[config.mk]
export PLATFORM = sky130hd
export DESIGN_NAME = el_frame_reader
export DESIGN_NICKNAME = d
export VERILOG_FILES = /design/src/rtl/el_pkg.sv /design/src/rtl/el_line_timer.sv /design/src/rtl/el_frame_reader.sv
export SDC_FILE = /design/constraint.sdc
export NUM_CORES = 1
export LEC_CHECK = 0
export ABC_CLOCK_PERIOD_IN_PS = 3000
export CAP_MARGIN = 5
export CELL_PAD_IN_SITES_DETAIL_PLACEMENT = 1
export CELL_PAD_IN_SITES_GLOBAL_PLACEMENT = 1
export CORE_ASPECT_RATIO = 0.5
export CORE_UTILIZATION = 42
export DETAILED_ROUTE_END_ITERATION = 16
export PLACE_DENSITY = 0.78
export SLEW_MARGIN = 25
export SYNTH_ARGS = -nofsm -noshare
export SYNTH_HDL_FRONTEND = slang
export SYNTH_SLANG_ARGS = --single-unit
[constraint.sdc]
create_clock -name elClk -period 3 [get_ports elClk]
set_clock_uncertainty 0.15 [all_clocks]
set_input_delay 0.6 -clock elClk [delete_from_list [all_inputs] [get_ports elClk]]
set_output_delay 0.6 -clock elClk [all_outputs]
set_load 0.02 [all_outputs]
[src/rtl/el_pkg.sv]
`default_nettype none
// ============================================================================
// Module   : el_pkg
// Purpose  : Shared line-state encoding and default EL panel timing constants,
//            usable by both the frame reader and the frame-buffer input side.
// Revision : 1.0 - initial release
// ============================================================================
package el_pkg;

  // Per-line timing phases; the kind of line (VS/blank/active) is tracked by
  // a line counter in the reader, not by extra states.
  typedef enum logic [2:0] {
    ST_IDLE   = 3'd0,
    ST_HSYNC  = 3'd1,
    ST_HBACK  = 3'd2,
    ST_ACTIVE = 3'd3,
    ST_HFRONT = 3'd4
  } line_state_t;

  // Default panel geometry: 320x240, 4 pixels per buffer word
  localparam int DEF_H_WORDS = 80;
  localparam int DEF_V_LINES = 240;
  localparam int DEF_H_BACK  = 4;
  localparam int DEF_V_BACK  = 2;

  // Fixed sync/porch lengths in clk cycles
  localparam int HSYNC_CYCLES  = 2;
  localparam int HFRONT_CYCLES = 2;

  // Frame-buffer word address width
  localparam int ADDR_W = 15;

  // Cycles per line for a given geometry (two clk cycles per pixel word)
  function automatic int line_cycles(input int h_words, input int h_back);
    return HSYNC_CYCLES + h_back + 2 * h_words + HFRONT_CYCLES;
  endfunction

endpackage : el_pkg
`default_nettype wire

[src/rtl/el_line_timer.sv]
`default_nettype none
// ============================================================================
// Module   : el_line_timer
// Purpose  : Per-line phase sequencer. Walks HSYNC -> HBACK -> ACTIVE ->
//            HFRONT with a cycle counter and flags the last cycle of a line.
// Revision : 1.0 - initial release
// ============================================================================
module el_line_timer
  import el_pkg::*;
#(
  parameter int H_WORDS = DEF_H_WORDS,
  parameter int H_BACK  = DEF_H_BACK,
  parameter int CW      = 8
) (
  input  logic          clk,
  input  logic          rst_n,
  input  logic          start,     // leave IDLE at the next edge
  input  logic          cont,      // at line end: 1 = next line, 0 = IDLE
  output line_state_t   state,
  output logic [CW-1:0] cnt,
  output logic          line_done  // last cycle of the current line
);

  localparam logic [CW-1:0] HSYNC_LAST  = CW'(HSYNC_CYCLES - 1);
  localparam logic [CW-1:0] HBACK_LAST  = CW'(H_BACK - 1);
  localparam logic [CW-1:0] ACTIVE_LAST = CW'(2 * H_WORDS - 1);
  localparam logic [CW-1:0] HFRONT_LAST = CW'(HFRONT_CYCLES - 1);

  line_state_t   state_nxt;
  logic [CW-1:0] cnt_nxt;

  // Phase and in-phase cycle counter registers
  always_ff @(posedge clk or negedge rst_n) begin
    if (!rst_n) begin
      state <= ST_IDLE;
      cnt   <= '0;
    end else begin
      state <= state_nxt;
      cnt   <= cnt_nxt;
    end
  end

  // Next phase: each phase runs until its last cycle, then the counter clears
  always_comb begin
    state_nxt = state;
    cnt_nxt   = cnt + CW'(1);
    line_done = 1'b0;
    case (state)
      ST_IDLE: begin
        cnt_nxt = '0;
        if (start) state_nxt = ST_HSYNC;
      end
      ST_HSYNC: begin
        if (cnt == HSYNC_LAST) begin
          state_nxt = ST_HBACK;
          cnt_nxt   = '0;
        end
      end
      ST_HBACK: begin
        if (cnt == HBACK_LAST) begin
          state_nxt = ST_ACTIVE;
          cnt_nxt   = '0;
        end
      end
      ST_ACTIVE: begin
        if (cnt == ACTIVE_LAST) begin
          state_nxt = ST_HFRONT;
          cnt_nxt   = '0;
        end
      end
      ST_HFRONT: begin
        if (cnt == HFRONT_LAST) begin
          line_done = 1'b1;
          cnt_nxt   = '0;
          state_nxt = cont ? ST_HSYNC : ST_IDLE;
        end
      end
      default: begin
        state_nxt = ST_IDLE;
        cnt_nxt   = '0;
      end
    endcase
  end

endmodule : el_line_timer
`default_nettype wire

[src/rtl/el_frame_reader.sv]
`default_nettype none
// ============================================================================
// Module   : el_frame_reader
// Purpose  : Scans a 4-bit-per-word frame buffer and drives an EL panel
//            (elData/elVclk/elHs/elVs). Line kind and read address are kept
//            here; per-line phase timing comes from el_line_timer.
// Revision : 1.0 - initial release
// ============================================================================
module el_frame_reader
  import el_pkg::*;
#(
  parameter int H_WORDS = DEF_H_WORDS,
  parameter int V_LINES = DEF_V_LINES,
  parameter int H_BACK  = DEF_H_BACK,
  parameter int V_BACK  = DEF_V_BACK
) (
  input  logic              elClk,
  input  logic              nReset,
  input  logic              enable,
  output logic [ADDR_W-1:0] rdAddr,
  output logic              rdEn,
  input  logic [3:0]        rdData,
  output logic [3:0]        elData,
  output logic              elVclk,
  output logic              elHs,
  output logic              elVs,
  output logic              frameStart
);

  localparam int LINES = 1 + V_BACK + V_LINES;
  localparam int LW    = $clog2(LINES + 1);
  localparam int CW    = $clog2(2 * H_WORDS + H_BACK + 1);

  localparam logic [LW-1:0]     LAST_LINE    = LW'(LINES - 1);
  localparam logic [LW-1:0]     FIRST_ACTIVE = LW'(V_BACK + 1);
  localparam logic [ADDR_W-1:0] LINE_STEP    = ADDR_W'(H_WORDS);

  line_state_t       state;
  logic [CW-1:0]     cnt;
  logic              line_done;
  logic              last_line;
  logic              active_line;
  logic              cont;
  logic [LW-1:0]     line;
  logic [ADDR_W-1:0] line_base;
  logic [ADDR_W-1:0] word;
  logic [3:0]        pix;
  logic              vclk_q;

  el_line_timer #(
    .H_WORDS (H_WORDS),
    .H_BACK  (H_BACK),
    .CW      (CW)
  ) u_timer (
    .clk       (elClk),
    .rst_n     (nReset),
    .start     (enable),
    .cont      (cont),
    .state     (state),
    .cnt       (cnt),
    .line_done (line_done)
  );

  // Line kind decode; enable only matters at the end of the last line
  always_comb begin
    last_line   = (line == LAST_LINE);
    active_line = (line >= FIRST_ACTIVE);
    cont        = !last_line || enable;
  end

  // Line counter and per-line base address (adds H_WORDS after each active line)
  always_ff @(posedge elClk or negedge nReset) begin
    if (!nReset) begin
      line      <= '0;
      line_base <= '0;
    end else if (state == ST_IDLE) begin
      line      <= '0;
      line_base <= '0;
    end else if (line_done) begin
      if (last_line) begin
        line      <= '0;
        line_base <= '0;
      end else begin
        line <= line + LW'(1);
        if (active_line) line_base <= line_base + LINE_STEP;
      end
    end
  end

  // Pixel launch: the odd ACTIVE cycle holds the RAM word (read in the even
  // cycle before); register it together with a rising elVclk so the data is
  // already stable when elVclk falls one cycle later.
  always_ff @(posedge elClk or negedge nReset) begin
    if (!nReset) begin
      pix    <= '0;
      vclk_q <= 1'b0;
    end else if (state == ST_IDLE || (line_done && !cont)) begin
      pix    <= '0;
      vclk_q <= 1'b0;
    end else begin
      vclk_q <= (state == ST_ACTIVE) && cnt[0];
      if ((state == ST_ACTIVE) && cnt[0]) begin
        pix <= active_line ? rdData : 4'h0;
      end
    end
  end

  // Panel sync, read strobe and address decode
  always_comb begin
    word       = ADDR_W'(cnt[CW-1:1]);
    rdEn       = (state == ST_ACTIVE) && active_line && !cnt[0];
    rdAddr     = rdEn ? (line_base + word) : '0;
    elHs       = (state == ST_HSYNC);
    elVs       = (state != ST_IDLE) && (line == '0);
    frameStart = (state == ST_HSYNC) && (cnt == '0) && (line == '0);
    elData     = pix;
    elVclk     = vclk_q;
  end

endmodule : el_frame_reader
`default_nettype wire

==> impl_metrics.env, run 1 <==
export IMPL_placedCellCount=369
export IMPL_mappedNetlistNets=277
export IMPL_detail_route_antenna_nets=0
export IMPL_power_report_internal_total_uw=954
export IMPL_max_cap_violations=0
export IMPL_drt_pre_antenna_iters=4
export IMPL_number_of_antenna_violations_at_the_first_check_in_global_routing=0
export IMPL_critical_path_endpoint_type="primary output"
export IMPL_cellLeakagePower_nw=1.32
export IMPL_vdd_ir_drop_worst_v=0.000294
export IMPL_tritoncts="built"
export IMPL_drc=0
export IMPL_final_period_minus_worst_setup_slack_ns=2.91
export IMPL_regToRegSetupSlack_ns=0.48
export IMPL_clock_root_buffer="sky130_fd_sc_hd__clkbuf_8"
export IMPL_rsz_0062_raised_after_global_routing="no"
export IMPL_comb_power_share=0.410
export IMPL_cts_buffers_inserted=5
export IMPL_run_status="finished, final reports clean"
export IMPL_final_period_utilization=0.971
export IMPL_finalMaxSlewViolations=0
export IMPL_initial_core_util=0.450
export IMPL_postSynthAreaPerCell_um2=8.81
export IMPL_post_layout_nonfiller_instances=380
export IMPL_port_buffers=30
export IMPL_cts_hold_buffers_added=0
export IMPL_worstPathCellList="buf_4, nor4_4, nand2_1, nor3_1, clkdlybuf4s50_1"
export IMPL_crit_path_top_delay_cell="sky130_fd_sc_hd__clkdlybuf4s50_1"
export IMPL_clock_path_buffers=2
export IMPL_timing_final_hold_violations=0
export IMPL_timing_worst_slew_pin_value_ns=0.811
export IMPL_global_route_usage_total=0.246
export IMPL_syn2layout_area_growth_pct=27.6
export IMPL_total_number_of_h_tree_levels=2
export IMPL_fp_coreArea_um2=5070
export IMPL_latest_clock_arrival_within_the_worst_skew_pair_ns=0.28
export IMPL_finalWirelength_mm=6.74
export IMPL_setup_viols_final=0
export IMPL_n_antenna_cell=0
export IMPL_cp_required_ns=2.25
export IMPL_finalNetCount=327
export IMPL_routed_wire_length_per_instance_um=17.7
export IMPL_cts_sink_cnt=35
export IMPL_detailroute_via_count=2132
export IMPL_synth_distinct_cells=50
export IMPL_timing_critical_path_slowest_cell_delay_ns=0.63
export IMPL_drtIter0Drc=67
export IMPL_gpl_final_weighted_congestion=0.812
export IMPL_die_height_um=54.1
export IMPL_first_pass_grt_wire_length_mm=10.6
export IMPL_worst_hold_path_type="register to register"
export IMPL_top_fanout_value_on_the_critical_path=4
export IMPL_worst_setup_path_type="register to primary output"
export IMPL_worst_hold_slack_ns=0.368
export IMPL_post_synth_inst_count=259
export IMPL_timing_slew_headroom=0.455
export IMPL_cp_top_family="buffers and inverters"
export IMPL_swShare=0.409
export IMPL_critPathLaunchType="register"
export IMPL_power_total_mw=1.61
export IMPL_grt_overflow_total=0
export IMPL_clock_fmax_ghz=0.343
export IMPL_floorplan_die_width_um=106
export IMPL_critical_path_n_buffers_inverters=2
export IMPL_seqPwrFrac=0.352
export IMPL_pin_count_of_the_biggest_net_entering_global_routing=36
export IMPL_yosysWarnings=0
export IMPL_netSwitchingPower_uw=660
export IMPL_row_count=18
export IMPL_synth_seq_cells=35
export IMPL_power_per_cell_area_nw_per_um2=555
export IMPL_share_clk_of_total_power=0.237
export IMPL_place_hpwl_mm=4.78
export IMPL_grt_pass1_vias=2120
export IMPL_drive_gt1_frac=0.155
export IMPL_drt_vias_per_instance=5.61
export IMPL_clk_pin_slew_worst_paths_ns=0.07
export IMPL_synth_cell_area_um2=2280
export IMPL_synth_yosys_seq_area_share=0.384
export IMPL_worst_ep_arrival_time_ns=2.16
export IMPL_top_level_port_count=31
export IMPL_fp_dieArea_um2=5750
export IMPL_finalSetupTns_ns=0
power by group through the flow:
| stage | sequential, mW | clock, mW | combinational (mW) |
|---|---|---|---|
| 2_1_floorplan | 0.549 | 0 | 0.469 |
| 3_5_place_dp | 0.576 | 0 | 0.646 |
| 5_1_grt | 0.575 | 0.414 | 0.728 |
| 3_3_place_gp | 0.571 | 0 | 0.618 |
| 4_1_cts | 0.567 | 0.389 | 0.656 |
| 6_report | 0.569 | 0.383 | 0.663 |
kinds of logic (layout without fill, tap and decap cells):
logic type | Yosys count | in the layout | synth area share
other | 1 | 1 | 0.00164
AND/OR/NAND/NOR | 102 | 102 | 0.243
adder cells (fa/ha/maj) | 11 | 11 | 0.0603
buffers and inverters | 22 | 73 | 0.0455
XOR/XNOR | 18 | 18 | 0.0691
flip-flops | 35 | 35 | 0.384
multiplexers | 1 | 1 | 0.00439
AO/OA/AOI/OAI | 69 | 69 | 0.192
layer usage:
| layer | track usage | up-vias | part of all wire |
|---|---|---|---|
| li1 | - | 1032 | - |
| met1 | 0.329 | 1053 | 0.51 |
| met2 | 0.424 | 38 | 0.45 |
| met3 | 0.0448 | 9 | 0.028 |
| met4 | 0.0579 | 0 | 0.0085 |
| met5 | 0 | - | 0 |
timing repair:
item                                    in CTS  in global routing
resized for setup                           26                  9
hold endpoints to repair                     0                  0
buffers inserted                             2                  1
endpoints found under the setup margin      16                  8
pin swaps                                    3                  4
synthesized netlist by cell type, drive strengths merged:
cell type  instances  share of area
a22o               4          0.015
nor2b              2         0.0055
a41oi              2         0.0077
a21oi             15          0.033
xnor2              8          0.031
o41ai              2          0.011
o221ai             1         0.0038
a32o               1         0.0044
and4               4          0.015
xor2              10          0.038
nand2b             4          0.011
and2               3         0.0082
o31ai              1         0.0033
or2                1         0.0027
nor3               6          0.018
nand4              7          0.019
clkbuf             7          0.012
a2bb2oi            1         0.0038
a31oi              8          0.022
nor2              26          0.043
nand2             23          0.038
ha                11          0.060
nand4b             1         0.0038
mux2i              1         0.0044
a311o              1         0.0044
o211ai             1         0.0033
a21boi             1         0.0033
o22a               1         0.0038
a21o               1         0.0033
a31o               1         0.0038
nand3b             1         0.0033
a41o               1         0.0044
dfrtp             35           0.38
or3                4          0.013
buf                5          0.018
inv               10          0.016
conb               1         0.0016
and3               8          0.022
a221o              1         0.0044
nor4               3          0.015
o21ai             26          0.057
nand3              9          0.025
area by class of cell:
cell class	instances	area [µm²]
Inverter	10	37.5
Clock buffer	8	100
Tap cell	70	87.6
Timing Repair Buffer	55	465
Sequential cell	35	876
Multi-Input combinational cell	202	1340
Fill cell	612	2160
worst paths after layout:
check,from,to,depth (start not counted)
setup / recovery,u_timer.cnt[7],frameStart,5
hold / removal,elData[0],elData[0],1
setup reg to reg,u_timer.cnt[7],line_base[6],7
hold reg to reg,elData[0],elData[0],1
max in group asynchronous,nReset,line_base[6],2
min in group asynchronous,nReset,elData[0],2
metrics by stage:
| step | util | worst slack, ns | cell area [µm²] |
|---|---|---|---|
| floorplan | - | 0.406 | 2280 |
| global placement | 0.546 | 0.0872 | 2770 |
| detailed placement | 0.546 | -0.0394 | 2770 |
| CTS | 0.568 | -0.00352 | 2880 |
| global route | 0.574 | 0.00709 | 2910 |
| finish | 0.574 | 0.0869 | 2910 |
worst reg2reg max path, delay by kind of cell (launching register included):
family / cells / cell delay [ns]
AOI/OAI and AO/OA: 1 / 0.20
and+or+nand+nor: 4 / 1.32
buffers and inverters: 2 / 0.36
DFF: 1 / 0.41
placed cells by master (no fill, tap or decap), drive strengths merged, types with 2 or more instances in the layout:
cell and n:
ha 11, a22o 4, nor2b 2, clkbuf 8, o41ai 2, nand3 9, a41oi 2, dlygate4sd2 10
xor2 10, and2 3, dfrtp 35, nor4 3, nand4 7, and4 4, o21ai 26, inv 10
or3 4, and3 8, nor3 6, nand2 23, buf 28, nor2 26, clkdlybuf4s50 14, clkdlybuf4s15 2
a21oi 15, nand2b 4, a31oi 8, xnor2 8
state kept, by name, summed over array words and instances, names as in the netlist:
signal,flops
u_timer.cnt,8
u_timer.state,3
line,8
elVclk,1
line_base,11
elData,4
Note: power is estimated with default switching activity, not from simulation.
==> run 2: changes to the inputs <==
- CAP_MARGIN: 5 -> 20
==> results of run 2 <==
The final DEF is identical to that of run 1; final timing and power are the same.
==> run 3: changes to the inputs <==
- ABC_CLOCK_PERIOD_IN_PS: 3000 -> 3100
- clock period: 3 -> 3.1 ns (I/O delays scaled with it)
==> run 3 against run 2 <==
Non-clock buffer count is 4 lower. Setup slack better by 0.0022 ns. Via count hardly changed. Critical path depth is 2 higher. Design area is 1.1% lower. Core utilization is 0.64 points lower. Final cell count is 1.1% lower. Count of clock-buffer cells in the layout stayed put. Power is 2.2% lower. Clock power is 2% lower. Die area stayed put. Critical endpoint is now rdAddr[12].
==> impl_metrics.env, run 3 (synthesized netlist as in run 1, its figures left out) <==
export IMPL_first_pass_grt_wire_length_mm=10.3
export IMPL_critPathLaunchType="register"
export IMPL_number_of_antenna_violations_at_the_first_check_in_global_routing=0
export IMPL_row_count=18
export IMPL_multiInputGateArea_um2=1330
export IMPL_finalCoreUtilization=0.568
export IMPL_clock_path_buffers=2
export IMPL_final_period_minus_worst_setup_slack_ns=3.01
export IMPL_power_per_cell_area_nw_per_um2=548
export IMPL_clk_pin_slew_worst_paths_ns=0.07
export IMPL_sequential_cell_area_um2=876
export IMPL_global_route_usage_total=0.240
export IMPL_largest_register="line_base"
export IMPL_worst_hold_startpoint="elData[1]"
export IMPL_worst_hold_slack_ns=0.368
export IMPL_crit_reg2reg_capture="line_base[6]"
export IMPL_pin_count_of_the_biggest_net_entering_global_routing=36
export IMPL_r2r_start="u_timer.cnt[7]"
export IMPL_crit_path_top_delay_cell="sky130_fd_sc_hd__dfrtp_1"
export IMPL_reg_largest_list="line_base (11), line (8), u_timer.cnt (8)"
export IMPL_regToRegSetupSlack_ns=0.69
export IMPL_tritoncts="built"
export IMPL_top_level_port_count=31
export IMPL_port_buffers=30
export IMPL_die_height_um=54.1
export IMPL_run_status="finished, final reports clean"
export IMPL_floorplan_die_width_um=106
export IMPL_place_hpwl_mm=4.72
export IMPL_total_number_of_h_tree_levels=2
export IMPL_hold_path_endpoint="elData[1]"
export IMPL_drt_met1_wl_mm=3.29
export IMPL_fp_dieArea_um2=5750
export IMPL_cts_sink_cnt=35
export IMPL_drc=0
export IMPL_fp_coreArea_um2=5070
export IMPL_setup_viols_final=0
export IMPL_timing_hold_worst_path_depth=1
export IMPL_mostFrequentLayoutCells="sky130_fd_sc_hd__dfrtp_1, sky130_fd_sc_hd__nor2_1, sky130_fd_sc_hd__nand2_1"
export IMPL_largest_register_ffs=11
export IMPL_initial_core_util=0.450
export IMPL_maxUsedRoutingLayer="met4"
export IMPL_final_period_utilization=0.971
export IMPL_top_fanout_value_on_the_critical_path=4
export IMPL_detail_route_antenna_nets=0
export IMPL_cellLeakagePower_nw=1.32
export IMPL_syn2layout_area_growth_pct=26.2
export IMPL_timing_worst_slew_pin_value_ns=0.670
export IMPL_drt_pre_antenna_iters=4
export IMPL_drtIter0Drc=86
export IMPL_finalWirelength_mm=6.55
export IMPL_route_met3_wl_um=252
export IMPL_fillers=621
export IMPL_clock_fmax_ghz=0.332
export IMPL_r2r_cells=7
export IMPL_max_cap_violations=0
export IMPL_cp_required_ns=2.33
export IMPL_vdd_ir_drop_worst_v=0.000317
export IMPL_cts_buffers_inserted=5
export IMPL_grt_pass1_vias=2105
export IMPL_worst_hold_path_type="register to register"
export IMPL_n_antenna_cell=0
export IMPL_timing_slew_headroom=0.552
export IMPL_worst_ep_arrival_time_ns=2.24
export IMPL_gpl_final_weighted_congestion=0.806
export IMPL_critical_path_endpoint_type="primary output"
export IMPL_latest_clock_arrival_within_the_worst_skew_pair_ns=0.30
export IMPL_routed_wire_length_per_instance_um=17.4
export IMPL_layout_cells_most_common="sky130_fd_sc_hd__dfrtp_1"
export IMPL_finalMaxSlewViolations=0
export IMPL_worstPathCellList="ha_1, a21o_1, a221o_1, nand3_1, xor2_1, nor2_1, clkdlybuf4s15_1"
export IMPL_critPathLaunch="u_timer.cnt[6]"
export IMPL_drt_vias_per_instance=5.68
export IMPL_worst_setup_path_type="register to primary output"
export IMPL_grt_overflow_total=0
export IMPL_cts_hold_buffers_added=0
export IMPL_met2_wirelength_mm=2.93
export IMPL_finalNetCount=323
export IMPL_detailroute_via_count=2134
export IMPL_clock_root_buffer="sky130_fd_sc_hd__clkbuf_8"
export IMPL_drive_gt1_frac=0.131
export IMPL_timing_critical_path_slowest_cell_delay_ns=0.40
export IMPL_timing_final_hold_violations=0
run 3: cell types whose count changed in the layout (fill, tap and decap cells not counted), moves of 2 or more:
cell / delta
sky130_fd_sc_hd__buf_2: -2
sky130_fd_sc_hd__buf_4: -5
sky130_fd_sc_hd__clkdlybuf4s50_1: +2
sky130_fd_sc_hd__clkbuf_2: +2
sky130_fd_sc_hd__ha_1: +2
sky130_fd_sc_hd__dlygate4sd2_1: -3
run 3: timing repair:
action / in CTS / in global routing
resized for setup: 16 / 10
pin swaps: 0 / 3
setup buffers: 0 / 3
endpoints found under the setup margin: 14 / 7
run 3: power by group:
group | leakage [nW] | switching [mW] | internal, mW
clock network | 0.0515 | 0.171 | 0.203
logic | 0.781 | 0.415 | 0.242
registers | 0.483 | 0.0520 | 0.495
total | 1.32 | 0.639 | 0.940
run 3: cell type report:
class / count / area share
well taps: 70 / 0.0304
clock buffers: 8 / 0.0348
repair buffers: 51 / 0.154
flip-flops and latches: 35 / 0.304
inverters: 10 / 0.0130
multi-input cells: 202 / 0.463
run 3: critical path: cells and delay by family, from the launching register on:
| kind | cells | cell delay (ns) |
|---|---|---|
| compound gates | 2 | 0.58 |
| xor+xnor | 1 | 0.17 |
| fa+ha+maj | 1 | 0.32 |
| buf+inv | 1 | 0.28 |
| flops | 1 | 0.40 |
| simple gates | 2 | 0.19 |
run 3: per-stage QoR:
step / cell area (µm²) / std cells / TNS (ns) / setup WS (ns) / total power, mW
floorplan: 2280 / 259 / 0 / 0.486 / 0.985
global placement: 2740 / 365 / 0 / 0.134 / 1.17
detailed placement: 2740 / 365 / 0 / 0.0810 / 1.20
CTS: 2850 / 373 / 0 / 0.0208 / 1.57
global route: 2880 / 376 / -0.0702 / -0.0310 / 1.69
finish: 2880 / 376 / 0 / 0.0891 / 1.58
run 3: how the worst max path moves through the flow:
| stage | end | slack (ns) | cells after the start |
|---|---|---|---|
| 2_1_floorplan | rdAddr[10] | 0.49 | 5 |
| 3_3_place_gp | rdAddr[10] | 0.13 | 6 |
| 3_5_place_dp | rdAddr[13] | 0.08 | 7 |
| 4_1_cts | rdAddr[10] | 0.02 | 6 |
| 5_1_grt | rdAddr[11] | -0.03 | 7 |
| 6_report | rdAddr[12] | 0.09 | 7 |
run 3: layer usage:
metal | GRT usage | vias up
li1 | - | 1022
met1 | 0.327 | 1054
met2 | 0.396 | 48
met3 | 0.0448 | 10
met4 | 0.0694 | 0
met5 | 0 | -
